<file path="src/rtl/m6502_bus_arbiter.sv">
// rtl/m6502_bus_arbiter.sv - CPU/DMA arbiter for a shared 6502-style memory bus
module m6502_bus_arbiter #(
  parameter int DMA_BURST_MAX = 4,
  parameter int ACK_TIMEOUT   = 15
) (
  input  logic        clk,
  input  logic        reset,
  input  logic [15:0] cpu_addr,
  input  logic        cpu_rd_req,
  input  logic        cpu_wr_en,
  input  logic [7:0]  cpu_wr_data,
  output logic [7:0]  cpu_rd_data,
  output logic        cpu_ready,
  input  logic [15:0] dma_addr,
  input  logic        dma_rd_req,
  input  logic        dma_wr_en,
  input  logic [7:0]  dma_wr_data,
  output logic [7:0]  dma_rd_data,
  output logic        dma_ready,
  output logic [15:0] mem_addr,
  output logic        mem_rd_en,
  output logic        mem_wr_en,
  output logic [7:0]  mem_wr_data,
  input  logic [7:0]  mem_rd_data,
  input  logic        mem_ack,
  output logic        grant_dma,
  output logic        timeout_err
);

  localparam int RUN_W = ($clog2(DMA_BURST_MAX + 1) > 3) ? $clog2(DMA_BURST_MAX + 1) : 3;
  localparam int TO_W  = ($clog2(ACK_TIMEOUT + 1) > 1) ? $clog2(ACK_TIMEOUT + 1) : 1;

  typedef enum logic [1:0] {IDLE, GRANT, WAIT_ACK} state_t;

  state_t            state;
  logic              win_dma;
  logic [RUN_W-1:0]  run_cnt;
  logic [TO_W-1:0]   to_cnt;

  logic              cpu_vld, cpu_wr_q;
  logic [15:0]       cpu_addr_q;
  logic [7:0]        cpu_data_q;
  logic              dma_vld, dma_wr_q;
  logic [15:0]       dma_addr_q;
  logic [7:0]        dma_data_q;

  logic busy, timeout_hit, finish, cpu_done, dma_done, cpu_pend, pick_dma, win_wr;

  // Access bookkeeping: what finishes this cycle and who is still waiting for the bus
  assign busy        = (state != IDLE);
  assign timeout_hit = busy && !mem_ack && (to_cnt == TO_W'(ACK_TIMEOUT - 1));
  assign finish      = busy && (mem_ack || timeout_hit);
  assign cpu_done    = finish && !win_dma;
  assign dma_done    = finish && win_dma;
  assign cpu_pend    = cpu_vld && !(busy && !win_dma);
  assign pick_dma    = dma_vld && !(cpu_vld && (run_cnt == RUN_W'(DMA_BURST_MAX)));
  assign win_wr      = win_dma ? dma_wr_q : cpu_wr_q;

  assign cpu_ready   = ~cpu_vld;
  assign dma_ready   = ~dma_vld;

  // Request slots; a port whose access finishes on this edge may refill its slot at once
  always_ff @(posedge clk) begin
    if (reset) begin
      cpu_vld    <= 1'b0;
      cpu_wr_q   <= 1'b0;
      cpu_addr_q <= '0;
      cpu_data_q <= '0;
      dma_vld    <= 1'b0;
      dma_wr_q   <= 1'b0;
      dma_addr_q <= '0;
      dma_data_q <= '0;
    end else begin
      if (cpu_done) cpu_vld <= 1'b0;
      if ((!cpu_vld || cpu_done) && (cpu_rd_req || cpu_wr_en)) begin
        cpu_vld    <= 1'b1;
        cpu_wr_q   <= cpu_wr_en;
        cpu_addr_q <= cpu_addr;
        cpu_data_q <= cpu_wr_data;
      end
      if (dma_done) dma_vld <= 1'b0;
      if ((!dma_vld || dma_done) && (dma_rd_req || dma_wr_en)) begin
        dma_vld    <= 1'b1;
        dma_wr_q   <= dma_wr_en;
        dma_addr_q <= dma_addr;
        dma_data_q <= dma_wr_data;
      end
    end
  end

  // Bus FSM: arbitrate, issue one strobe, wait for ack or timeout, return read data
  always_ff @(posedge clk) begin
    if (reset) begin
      state       <= IDLE;
      win_dma     <= 1'b0;
      run_cnt     <= '0;
      to_cnt      <= '0;
      mem_addr    <= '0;
      mem_wr_data <= '0;
      mem_rd_en   <= 1'b0;
      mem_wr_en   <= 1'b0;
      cpu_rd_data <= '0;
      dma_rd_data <= '0;
      grant_dma   <= 1'b0;
      timeout_err <= 1'b0;
    end else begin
      mem_rd_en   <= 1'b0;
      mem_wr_en   <= 1'b0;
      timeout_err <= 1'b0;
      case (state)
        IDLE: begin
          if (cpu_vld || dma_vld) begin
            state     <= GRANT;
            to_cnt    <= '0;
            win_dma   <= pick_dma;
            grant_dma <= pick_dma;
            if (pick_dma) begin
              mem_addr    <= dma_addr_q;
              mem_wr_data <= dma_data_q;
              mem_wr_en   <= dma_wr_q;
              mem_rd_en   <= !dma_wr_q;
              run_cnt     <= cpu_vld ? run_cnt + 1'b1 : '0;
            end else begin
              mem_addr    <= cpu_addr_q;
              mem_wr_data <= cpu_data_q;
              mem_wr_en   <= cpu_wr_q;
              mem_rd_en   <= !cpu_wr_q;
              run_cnt     <= '0;
            end
          end else begin
            run_cnt <= '0;
          end
        end
        GRANT, WAIT_ACK: begin
          if (!cpu_pend) run_cnt <= '0;
          if (finish) begin
            state       <= IDLE;
            timeout_err <= timeout_hit;
            if (!win_wr) begin
              if (win_dma) dma_rd_data <= timeout_hit ? 8'hFF : mem_rd_data;
              else         cpu_rd_data <= timeout_hit ? 8'hFF : mem_rd_data;
            end
          end else begin
            state  <= WAIT_ACK;
            to_cnt <= to_cnt + 1'b1;
          end
        end
        default: state <= IDLE;
      endcase
    end
  end

endmodule

</file>
<file path="config.mk">
export PLATFORM = sky130hd
export DESIGN_NAME = m6502_bus_arbiter
export DESIGN_NICKNAME = d
export VERILOG_FILES = /design/src/rtl/m6502_bus_arbiter.sv
export SDC_FILE = /design/constraint.sdc
export NUM_CORES = 1
export LEC_CHECK = 0
export ABC_AREA = 1
export BUFFER_PORTS_ARGS = -buffer_cell sky130_fd_sc_hd__buf_4
export CORE_MARGIN = 4
export CORE_UTILIZATION = 55
export DETAILED_ROUTE_END_ITERATION = 7
export PLACE_DENSITY = 0.82
export REMOVE_ABC_BUFFERS = 1
export SYNTH_ARGS = -nofsm -noshare
export SYNTH_HDL_FRONTEND = slang
export SYNTH_SLANG_ARGS = --single-unit
</file>
<file path="constraint.sdc">
create_clock -name clk -period 3.21 [get_ports clk]
set_input_delay 0.642 -clock clk [delete_from_list [all_inputs] [get_ports clk]]
set_output_delay 0.642 -clock clk [all_outputs]
set_load 0.01 [all_outputs]
</file>
==> results.txt <==
----------------------------------------------------
[Min path]
  Hold WC Path Type ... reg -> reg

[Placed design]
  Detailed placer's ending HPWL ... 7.384 mm
  Gpl congestion ... 0.7548
  Worst slack, placed ... 0.9648 ns
  Placed Cells ... 722
  Placed cell area ... 5085 um2
  Number of input and output port buffers inserted ... 108

[Power and ir drop]
  Post-layout total power ... 3.347 mW
  Pwr/cell area ... 629.4 nW/um2
  Fraction of power spent switching nets ... 0.3089
  NetSw ... 1.034 mW
  Logic gate share of total power ... 0.245
  Share of total power in the clock network ... 0.284
  Pint ... 2.313 mW
  Part of the power in registers ... 0.471
  Leakage power figure ... 2.232 nW
  Worst VDD drop ... 0.0004213 V

[Detailed routing]
  Remaining DRCs ... 0
  Via density per instance ... 5.574
  Antenna-violating nets left ... 0
  Initial detailed-routing violation count ... 237
  WL per Instance ... 15.44 um
  Total wire length ... 11.38 mm
  Via count ... 4108
  Total iterations of the first detailed-routing run ... 5

[Outcome]
  Status ... complete, no violations

[Timing]
  Measured slew at the worst slew-check pin ... 0.8202 ns
  Share of the cycle needed by the critical path after routing ... 0.7074
  Worst slew margin ... 0.4526
  Final number of max-transition violations ... 0
  Fin Hold WS ... 0.4542 ns
  Setup repair after global routing missed its margin ... no
  Maximum achievable frequency ... 0.4404 GHz
  Time the final worst path needs with I/O delays and setup ... 2.271 ns
  Final hold viol count ... 0
  Worst Skew ... 0.01218 ns
  Sum of negative setup slack ... 0 ns
  Minimum setup slack in the final design ... 0.9393 ns
  Final-report setup violation count ... 0

[Clock network]
  Clock latency on the worst-skew pair ... 0.36 ns
  Maximum count of clock buffers along a single path ... 2
  CTS resizes ... 0
  Clock-pin slew on the worst setup and hold paths ... 0.10 ns
  CTS Root Cell ... sky130_fd_sc_hd__clkbuf_8
  Number of H-tree levels ... 3
  Clock buffer count from CTS ... 9
  Post-CTS setup buffer count ... 0
  Total of hold buffers inserted after clock tree synthesis ... 0
  Total number of clock tree sinks ... 105
  TritonCTS clock tree ... done

[Setup path]
  Setup Crit Path Kind ... reg -> reg
  Critical Path End Type ... register
  Launching element type of the critical path ... register
  Required time reported for the critical path endpoint ... 3.51 ns
  Cell occurring most often along the worst timing path ... sky130_fd_sc_hd__inv_1
  Top fanout value on the critical path ... 24
  Critical path's top delay family ... buffers and inverters
  Critical path buffers and inverters ... 3
  Critical Path, Cell by Cell ... inv_1 > ha_1 > nand3_1 > nand2_1 > inv_1 > nand2_1 > nand3_1 > o211ai_1 > inv_1
  Worst endpoint data arrival time ... 2.57 ns
  Crit-path slowest cell ... sky130_fd_sc_hd__inv_1
  Critical path's largest stage delay ... 0.78 ns

[Global routing]
  Global route overflow ... 0
  Number of global-route vias before repair ... 3755
  Initial antenna violation count ... 0
  Pin count of the biggest net entering global routing ... 58
  Global Route Usage Sum ... 0.2441
  Global-route wire length before repair ... 17.66 mm

[Logic synthesis]
  Share of the synthesized netlist area taken by xor and xnor gates ... 0.002035
  Fraction of the yosys area taken by sequential cells ... 0.4885
  Fraction of synthesized area in multiplexers ... 0.002326
  Share of synthesized cell area in and, or, nand and nor gates ... 0.2233
  Number of enable-type register cells in the synthesized netlist ... 0
  Number of synthesis warnings ... 0
  Cell count after synthesis ... 549
  Post-synthesis async set-or-reset flop share ... 0
  Largest family of logic cells by synthesized area ... simple AND/OR/NAND/NOR gates
  Prevailing post-synth register cell ... sky130_fd_sc_hd__dfxtp_1
  Post-synthesis register bit count ... 105
  Cell area after technology mapping ... 4303 um2
  Area fraction in compound gates after synthesis ... 0.1844
  Post-synthesis share of cell area spent on full adders, half adders and majority gates ... 0.01745
  Distinct cells, synth ... 34
  Synthesized area divided by synthesized cell count ... 7.838 um2

[Floorplan]
  DIE AREA ... 9303 um2
  Number of primary I/O pins ... 109
  Die boundary height ... 96.45 um
  Die X ... 96.45 um
  Row count ... 31
  Initial Utilization ... 0.5808
  Core Box Area ... 7408 um2

[Flow run]
  Max-cap viol count ... 0

[Cells and area]
  Number of standard cells in the layout, taps in and fillers out ... 737
  Most common library cell in the layout ignoring fill and taps ... sky130_fd_sc_hd__nand2_1
  Nets@finish ... 703
  Most frequent cells in the layout ... sky130_fd_sc_hd__nand2_1 (120), sky130_fd_sc_hd__buf_4 (113), sky130_fd_sc_hd__dfxtp_1 (105)
  Area Growth Syn to Fin ... 23.58%
  Final design area excluding fillers ... 5318 um2
  Final core occ ... 0.7178
  Diodes inserted ... 0
  Share of layout cells above drive strength 1 ... 0.2241

----------------------------------------------------
-- power by group through the flow --
| stage | clock [mW] | combinational, mW | sequential (mW) |
|---|---|---|---|
| 5_1_grt | 1.01 | 0.909 | 1.59 |
| 4_1_cts | 0.960 | 0.821 | 1.57 |
| 3_5_place_dp | 0 | 0.817 | 1.60 |
| 3_3_place_gp | 0 | 0.789 | 1.60 |
| 6_report | 0.951 | 0.819 | 1.58 |
| 2_1_floorplan | 0 | 0.433 | 1.62 |
-- cells in the mapped netlist, types with 2 or more instances --
library cell,number,area [um2]
sky130_fd_sc_hd__nor3_1,4,20.02
sky130_fd_sc_hd__nor2_1,15,56.30
sky130_fd_sc_hd__a21oi_1,72,360.4
sky130_fd_sc_hd__or2_2,2,12.51
sky130_fd_sc_hd__nand2_1,120,450.4
sky130_fd_sc_hd__nand3_2,3,30.03
sky130_fd_sc_hd__ha_1,6,75.07
sky130_fd_sc_hd__buf_2,12,60.06
sky130_fd_sc_hd__o21ai_0,39,195.2
sky130_fd_sc_hd__nand4_1,25,156.4
sky130_fd_sc_hd__dfxtp_1,105,2102
sky130_fd_sc_hd__o21ai_1,6,30.03
sky130_fd_sc_hd__nand2_4,2,22.52
sky130_fd_sc_hd__nand3_1,31,155.2
sky130_fd_sc_hd__clkbuf_1,22,82.58
sky130_fd_sc_hd__inv_1,41,153.9
sky130_fd_sc_hd__a31oi_1,24,150.1
sky130_fd_sc_hd__buf_6,4,45.04
-- cell type report --
type / count / area, um2
repair buffers: 113 / 848.3
clock buffers: 10 / 127.6
multi-input cells: 363 / 1853
clock inverters: 5 / 105.1
fillers: 614 / 2091
well taps: 99 / 123.9
inverters: 42 / 157.7
flip-flops and latches: 105 / 2102
-- worst reg2reg max path: stages, from the launching register on --
cell                       delay, ns
sky130_fd_sc_hd__dfxtp_1        0.36
sky130_fd_sc_hd__inv_1          0.06
sky130_fd_sc_hd__ha_1           0.19
sky130_fd_sc_hd__nand3_1        0.07
sky130_fd_sc_hd__nand2_1        0.36
sky130_fd_sc_hd__inv_1          0.78
sky130_fd_sc_hd__nand2_1        0.10
sky130_fd_sc_hd__nand3_1        0.11
sky130_fd_sc_hd__o211ai_1       0.09
sky130_fd_sc_hd__inv_1          0.08
-- routing by layer --
layer	share of wire	vias to the layer above	global-route usage
li1	-	2015	-
met1	0.42	1879	0.3182
met2	0.47	194	0.4011
met3	0.095	20	0.05345
met4	0.016	0	0.08294
met5	0	-	0
-- sequential cells by signal (all words and copies together) (netlist names) --
signal,flops
dma_vld,1
cpu_wr_q,1
cpu_rd_data,8
dma_addr_q,16
state,2
mem_rd_en,1
to_cnt,4
cpu_data_q,8
dma_rd_data,8
win_dma,1
dma_data_q,8
cpu_addr_q,16
run_cnt,3
timeout_err,1
dma_wr_q,1
cpu_vld,1
mem_addr,16
mem_wr_data,8
mem_wr_en,1
-- cells by family after synthesis --
logic type                 count (synthesis)
AOI/OAI and AO/OA                        147
muxes                                      1
and+or+nand+nor                          208
adders and majority gates                  6
buffers and inverters                     81
xor gates and xnor gates                   1
DFF                                      105
-- final timing paths --
check	start	to	slack (ns)	cells after the start
worst min-delay path	cpu_rd_data[5]$_SDFFE_PP0P_	cpu_rd_data[5]$_SDFFE_PP0P_	0.45	2
worst max-delay path	run_cnt[0]$_SDFFE_PP0P_	mem_addr[15]$_SDFFE_PP0P_	0.94	9
worst min register to register	cpu_rd_data[5]$_SDFFE_PP0P_	cpu_rd_data[5]$_SDFFE_PP0P_	0.45	2
worst max register to register	run_cnt[0]$_SDFFE_PP0P_	mem_addr[15]$_SDFFE_PP0P_	0.94	9
Power figures use the tool's default switching activity.
